$ cat src/rtl/sum_zero_seq_pkg.sv
// Shared types and configuration helpers for the chunked add-and-zero-test sequencer.
package sum_zero_seq_pkg;

  localparam int unsigned DEF_WIDTH = 64;
  localparam int unsigned DEF_CHUNK = 16;

  typedef enum logic [1:0] {
    IDLE = 2'd0,
    RUN  = 2'd1,
    DONE = 2'd2
  } state_e;

  function automatic bit chunk_ok(input int unsigned width, input int unsigned chunk);
    return (chunk != 0) && ((width % chunk) == 0);
  endfunction

endpackage

$ cat src/rtl/SumZeroDet.sv
// Detects (a + b + c) == 0 mod 2^width straight from the operands, without waiting on the carry chain.
module SumZeroDet #(
  parameter int unsigned width = 16
) (
  input  logic [width-1:0] i_a,
  input  logic [width-1:0] i_b,
  input  logic             i_c,
  output logic             o_z
);

  logic [width-1:0] w_t;
  logic [width-1:0] w_kin;

  assign w_t = i_a ^ i_b;

  // If every lower sum bit is zero, the carry into bit i+1 is exactly a[i]|b[i].
  if (width == 1) begin : g_one
    assign w_kin = i_c;
  end else begin : g_multi
    assign w_kin = {i_a[width-2:0] | i_b[width-2:0], i_c};
  end

  assign o_z = &(~(w_t ^ w_kin));

endmodule

$ cat src/rtl/sum_zero_seq_ctrl.sv
// Sequences a WIDTH-bit add with zero test over CHUNK-bit slices, carry chained between cycles.
//  state | meaning
//  IDLE  | ready for operands
//  RUN   | processing chunk r_k, one per cycle
//  DONE  | result valid, held until consumer accepts
module sum_zero_seq_ctrl
  import sum_zero_seq_pkg::*;
#(
  parameter int unsigned WIDTH = DEF_WIDTH,
  parameter int unsigned CHUNK = DEF_CHUNK
) (
  input  logic             clk_i,
  input  logic             rst_ni,
  input  logic             in_valid_i,
  output logic             in_ready_o,
  input  logic [WIDTH-1:0] a_i,
  input  logic [WIDTH-1:0] b_i,
  input  logic             ci_i,
  input  logic             flush_i,
  output logic             out_valid_o,
  input  logic             out_ready_i,
  output logic [WIDTH-1:0] sum_o,
  output logic             co_o,
  output logic             zero_o,
  output logic             busy_o
);

  localparam int unsigned NCHUNK = WIDTH / CHUNK;
  localparam int unsigned CW     = (NCHUNK > 1) ? $clog2(NCHUNK) : 1;
  localparam logic [CW-1:0] LAST = CW'(NCHUNK - 1);

  if (!chunk_ok(WIDTH, CHUNK)) begin : g_bad_cfg
    $error("sum_zero_seq_ctrl: WIDTH must be a non-zero multiple of CHUNK");
  end

  state_e r_state;
  state_e w_next;

  logic [WIDTH-1:0] r_a;
  logic [WIDTH-1:0] r_b;
  logic [WIDTH-1:0] r_sum;
  logic             r_carry;
  logic             r_zacc;
  logic [CW-1:0]    r_k;

  logic [CHUNK-1:0] w_ak;
  logic [CHUNK-1:0] w_bk;
  logic [CHUNK:0]   w_s;
  logic             w_zk;
  logic             w_accept;

  assign w_ak     = r_a[r_k*CHUNK +: CHUNK];
  assign w_bk     = r_b[r_k*CHUNK +: CHUNK];
  assign w_s      = {1'b0, w_ak} + {1'b0, w_bk} + {{CHUNK{1'b0}}, r_carry};
  assign w_accept = (r_state == IDLE) && in_valid_i && !flush_i;

  SumZeroDet #(.width(CHUNK)) u_zdet (
    .i_a (w_ak),
    .i_b (w_bk),
    .i_c (r_carry),
    .o_z (w_zk)
  );

  always_comb begin
    w_next = r_state;
    if (flush_i) begin
      w_next = IDLE;
    end else begin
      case (r_state)
        IDLE:    if (in_valid_i) w_next = RUN;
        RUN:     if (r_k == LAST) w_next = DONE;
        DONE:    if (out_ready_i) w_next = IDLE;
        default: w_next = IDLE;
      endcase
    end
  end

  always_ff @(posedge clk_i or negedge rst_ni) begin
    if (!rst_ni) r_state <= IDLE;
    else         r_state <= w_next;
  end

  // Flush leaves the datapath untouched; only the FSM is pulled back to IDLE.
  always_ff @(posedge clk_i or negedge rst_ni) begin
    if (!rst_ni) begin
      r_a     <= '0;
      r_b     <= '0;
      r_sum   <= '0;
      r_carry <= 1'b0;
      r_zacc  <= 1'b0;
      r_k     <= '0;
    end else if (w_accept) begin
      r_a     <= a_i;
      r_b     <= b_i;
      r_carry <= ci_i;
      r_zacc  <= 1'b1;
      r_k     <= '0;
    end else if ((r_state == RUN) && !flush_i) begin
      r_sum[r_k*CHUNK +: CHUNK] <= w_s[CHUNK-1:0];
      r_carry <= w_s[CHUNK];
      r_zacc  <= r_zacc & w_zk;
      if (r_k != LAST) r_k <= r_k + 1'b1;
    end
  end

  assign in_ready_o  = (r_state == IDLE);
  assign out_valid_o = (r_state == DONE);
  assign busy_o      = (r_state != IDLE);
  assign sum_o       = r_sum;
  assign co_o        = r_carry;
  assign zero_o      = r_zacc;

endmodule

$ cat config.mk
export PLATFORM = sky130hd
export DESIGN_NAME = sum_zero_seq_ctrl
export DESIGN_NICKNAME = d
export VERILOG_FILES = /design/src/rtl/sum_zero_seq_pkg.sv /design/src/rtl/SumZeroDet.sv /design/src/rtl/sum_zero_seq_ctrl.sv
export SDC_FILE = /design/constraint.sdc
export NUM_CORES = 1
export LEC_CHECK = 0
export ABC_AREA = 1
export CAP_MARGIN = 20
export CORE_MARGIN = 4
export CORE_UTILIZATION = 47
export DETAILED_ROUTE_END_ITERATION = 12
export GPL_TIMING_DRIVEN = 0
export MAX_ROUTING_LAYER = met4
export PLACE_DENSITY = 0.85
export RECOVER_POWER = 100
export SETUP_SLACK_MARGIN = 0.3
export SLEW_MARGIN = 10
export SYNTH_ARGS = -nofsm -noshare
export SYNTH_HDL_FRONTEND = slang
export SYNTH_SLANG_ARGS = --single-unit
export TNS_END_PERCENT = 10
$ cat constraint.sdc
create_clock -name clk_i -period 2.77 [get_ports clk_i]
set_input_delay 0.554 -clock clk_i [delete_from_list [all_inputs] [get_ports clk_i]]
set_output_delay 0.554 -clock clk_i [all_outputs]
set_load 0.005 [all_outputs]
==> flow_summary.toml <==
[power]
p_total_mw = 19.43
max-vdd-ir-drop_mv = 0.8858
p_int_mw = 10.16
power.leakage_nw = 7.343
switchingPower_mw = 9.266
power.clock.fraction = 0.127
sw_frac_of_total = 0.4769
power.share.combinational = 0.652
power_density_mw_per_mm2 = 1352
power.sequential.fraction = 0.220

[place]
cell_area_after_placement_mm2 = 0.01269
post-dp-hpwl_mm = 25.13
finalWeightedCongestion = 0.9406
buffer_ports.inserted = 202

[floorplan]
design.core.area_mm2 = 0.02122
num_rows = 53
die_footprint_mm2 = 0.02419
ios = 203
die-height_um = 155.5
overall_die_width_um = 155.5
start_util = 0.4821

[critical_path]
cp.required_ns = 3.14
chain_of_cells_forming_the_critical_path = "buf_4 -> inv_6 -> buf_8 -> buf_12 -> nand2_1 -> a32oi_2 -> inv_1 -> ha_4 -> buf_6 -> nand2_2 -> nor2_2 -> nand2_1 -> nand2_2 -> xor2_2 -> nand2_2 -> buf_4 -> o21ai_0"
max_stage_delay_ns = 0.46
critical_path.top_delay_family = "buffers and inverters"
startpoint_type = "flip-flop"
worst-path-buf-inv = 7
timing.critical_path.slowest_stage_cell = "sky130_fd_sc_hd__dfrtp_2"
worst-setup-path-type = "reg -> reg"
cp_data_arrival_time_ns = 3.32
critical_path_peak_fanout = 10
critical_path.most_common_cell = "sky130_fd_sc_hd__nand2_2"
crit_end_element = "flip-flop"

[synth]
synth_compound_area_frac = 0.08243
post_synth_inst_count = 1334
synth-seq-cells = 198
synth_simple_gate_area_share = 0.2878
combinational_family_with_the_most_area_after_synthesis = "simple AND/OR/NAND/NOR gates"
synth.lib_cells_used.distinct = 39
synth_xor_xnor_area_share = 0.01027
synth.cell_area_mm2 = 0.01023
ys.warnings.count = 0
share_of_synthesized_area_occupied_by_flip_flops_and_latches = 0.4843
synthDominantAreaCellType = "sky130_fd_sc_hd__dfrtp_1"
mux_cell_area_share_after_synthesis = 0
synth.top_cells.by_area = "sky130_fd_sc_hd__dfrtp_1, sky130_fd_sc_hd__nand2_1, sky130_fd_sc_hd__inv_1, sky130_fd_sc_hd__ha_1, sky130_fd_sc_hd__o21ai_0"
syn_nets = 1506
synth_fa_ha_area_frac = 0.04794
proportion_of_netlist_area_held_by_the_largest_area_contributor = 0.4843
synthesis.area_per_instance_um2 = 7.669

[clocking]
cts_inserted_buffers = 17
clockRootBuffer = "sky130_fd_sc_hd__clkbuf_16"
clock_sinks = 198
insertion_delay_ns = 0.46
post_cts_hold_buffer_count = 0
cts-root-to-sink-buffers = 2
worst_setup_hold_path_clk_slew_ns = 0.08
tritoncts = "yes"
clock_tree.htree_level_count = 4

[route]
route.detailed.drc = 0
mean_number_of_vias_per_cell = 5.627
antenna_left = 0
detail_route.iter0.violations = 1059
drt_wl_total_mm = 36.72
routedWlPerCell_um = 19.53
routed-via-count = 10580
first_pass_iters = 8

[global_routing]
grt_start_max_net_pins = 107
grt_antenna_before_repair = 0
grt_pass1_wl_mm = 54.38
grt.overflow.total = 0
first_global_vias = 10450
global_route.usage.total = 0.2964

[timing]
fin_skew_ns = 0.01474
min_period_over_period = 1.066
max_freq_mhz = 338.6
worst_max_slew_margin_expressed_relative_to_the_limit = -0.6002
report.final.slew_viol_count = 93
unrepaired_setup_endpoints_after_global_routing = "yes"
fin_ws_ns = -0.1832
fin_worst_hold_slack_ns = 0.4783
finalSetupViolations = 43
timing.final.hold_violations = 0
layout_min_cycle_time_ns = 2.953
measured_slew_at_the_worst_slew_check_pin_ns = 2.400

[layout]
layout-drive-gt1-share = 0.1570
sequential_area_mm2 = 0.004957
layout.filler_cells = 1649
flow.area_growth_from_synthesis_pct = 40.43
diodes = 0
final_core_util = 0.6771
multi_input_gate_area_in_the_final_layout_mm2 = 0.005056
layout.cell_area.non_filler_mm2 = 0.01437
final_net_count = 1764

[outcome]
violated_checks = "max-capacitance violations, max-slew violations, negative setup slack"
outcome = "finished, violations left"

[min_path]
timing.hold.worst.class = "reg -> reg"

[flow_run]
max_cap_viol_count = 1
[worst min-delay path, stage by stage (launching register included)]
cell and delay [ns]:
sky130_fd_sc_hd__dfrtp_1 0.34, sky130_fd_sc_hd__nand2_1 0.05, sky130_fd_sc_hd__nand2_1 0.05
[what timing repair did]
action	4_1_cts	5_1_grt
gates cloned	1	1
hold endpoints to repair	0	0
setup endpoints to repair	64	61
gates resized for setup	132	69
pin swaps	23	37
setup buffers	25	9
[metrics by stage]
step | worst slack, ns | TNS [ns] | instances
floorplan | 0.2733 | 0 | 1334
global placement | -6.777 | -1362.65 | 1811
detailed placement | -0.6308 | -26.22 | 1812
CTS | 0.03571 | 0 | 1870
global route | -0.2318 | -5.839 | 1880
finish | -0.1832 | -1.867 | 1880
[power groups by stage]
stage	Clock [mW]	Combinational (mW)	Sequential, mW
2_1_floorplan	0	5.99	4.14
3_3_place_gp	0	8.82	4.26
3_5_place_dp	0	9.00	4.28
4_1_cts	2.46	11.0	4.24
5_1_grt	2.59	13.5	4.33
6_report	2.48	12.7	4.28
[state kept, by name, summed over array words and instances, names as in the netlist]
name     flops
r_state      2
zero_o       1
co_o         1
r_a         64
r_b         64
sum_o       64
r_k          2
[synthesized netlist by cell type]
library cell / n
sky130_fd_sc_hd__inv_2: 5
sky130_fd_sc_hd__nand2_2: 5
sky130_fd_sc_hd__o22ai_1: 4
sky130_fd_sc_hd__buf_2: 23
sky130_fd_sc_hd__a32o_1: 1
sky130_fd_sc_hd__and2_1: 1
sky130_fd_sc_hd__nor2_2: 4
sky130_fd_sc_hd__nand2_1: 602
sky130_fd_sc_hd__a32oi_1: 30
sky130_fd_sc_hd__nor4_1: 1
sky130_fd_sc_hd__nand4_1: 20
sky130_fd_sc_hd__fa_1: 2
sky130_fd_sc_hd__nor3_1: 6
sky130_fd_sc_hd__buf_4: 18
sky130_fd_sc_hd__nand4_4: 1
sky130_fd_sc_hd__nand2_4: 1
sky130_fd_sc_hd__dfrtp_1: 198
sky130_fd_sc_hd__xor2_1: 4
sky130_fd_sc_hd__or2_2: 1
sky130_fd_sc_hd__o21ai_1: 1
sky130_fd_sc_hd__nor2_1: 63
sky130_fd_sc_hd__nor3_4: 1
sky130_fd_sc_hd__buf_6: 1
sky130_fd_sc_hd__buf_1: 5
sky130_fd_sc_hd__nand3_2: 1
sky130_fd_sc_hd__a21oi_1: 39
sky130_fd_sc_hd__clkinv_2: 1
sky130_fd_sc_hd__or2_1: 1
sky130_fd_sc_hd__clkbuf_1: 17
sky130_fd_sc_hd__o21ai_0: 58
sky130_fd_sc_hd__o31ai_2: 1
sky130_fd_sc_hd__xnor2_1: 8
sky130_fd_sc_hd__o31ai_1: 1
sky130_fd_sc_hd__and2_0: 1
sky130_fd_sc_hd__nor2_4: 1
sky130_fd_sc_hd__nand3_1: 27
sky130_fd_sc_hd__ha_1: 36
sky130_fd_sc_hd__a22o_1: 4
sky130_fd_sc_hd__inv_1: 140
[cells in the final DEF, fill, tap and decap left out, types with 8 or more instances in the layout]
cell / instances
sky130_fd_sc_hd__a32oi_2: 22
sky130_fd_sc_hd__buf_4: 33
sky130_fd_sc_hd__nor2_1: 54
sky130_fd_sc_hd__clkbuf_16: 18
sky130_fd_sc_hd__buf_12: 8
sky130_fd_sc_hd__nand4_1: 21
sky130_fd_sc_hd__inv_2: 15
sky130_fd_sc_hd__o21ai_0: 52
sky130_fd_sc_hd__ha_1: 22
sky130_fd_sc_hd__a21oi_2: 8
sky130_fd_sc_hd__a21oi_1: 31
sky130_fd_sc_hd__clkbuf_2: 8
sky130_fd_sc_hd__inv_1: 128
sky130_fd_sc_hd__nand2_2: 27
sky130_fd_sc_hd__ha_4: 12
sky130_fd_sc_hd__nand3_1: 19
sky130_fd_sc_hd__nand3_2: 8
sky130_fd_sc_hd__dfrtp_1: 196
sky130_fd_sc_hd__buf_2: 14
sky130_fd_sc_hd__dlygate4sd3_1: 69
sky130_fd_sc_hd__clkbuf_1: 17
sky130_fd_sc_hd__nand2_1: 577
sky130_fd_sc_hd__buf_6: 9
sky130_fd_sc_hd__clkdlybuf4s50_1: 132
[worst paths after layout]
| path | from | end | slack (ns) | cells past startpoint |
|---|---|---|---|---|
| min in group asynchronous | rst_ni | r_a[4] | 0.81 | 1 |
| hold reg to reg | sum_o[30] | sum_o[30] | 0.48 | 2 |
| hold / removal | sum_o[30] | sum_o[30] | 0.48 | 2 |
| setup reg to reg | r_k[0] | sum_o[39] | -0.18 | 17 |
| setup / recovery | r_k[0] | sum_o[39] | -0.18 | 17 |
| max in group asynchronous | rst_ni | r_a[51] | 0.49 | 2 |
[layout make-up]
cell class,count,area share
repair buffers,239,0.1663
multi-input cells,926,0.3519
inverters,146,0.03875
clock inverters,14,0.009231
well taps,275,0.02395
clock buffers,18,0.03057
flip-flops and latches,198,0.3450
plain buffers,64,0.03422
[routing by layer]
layer | track usage | vias to the layer above | share of wire | wire length [um]
met5 | - | - | 0 | 0
met4 | 0.1592 | 0 | 0.067 | 2450
met3 | 0.05881 | 215 | 0.099 | 3629
met2 | 0.4724 | 717 | 0.47 | 17090
met1 | 0.3567 | 4968 | 0.37 | 13550
li1 | - | 4678 | - | -
[cell families after synthesis]
logic type | count (synthesis)
xor+xnor | 12
fa+ha+maj | 38
simple gates | 737
buf+inv | 210
flops | 198
compound gates | 139
Note: power is estimated with default switching activity, not from simulation.
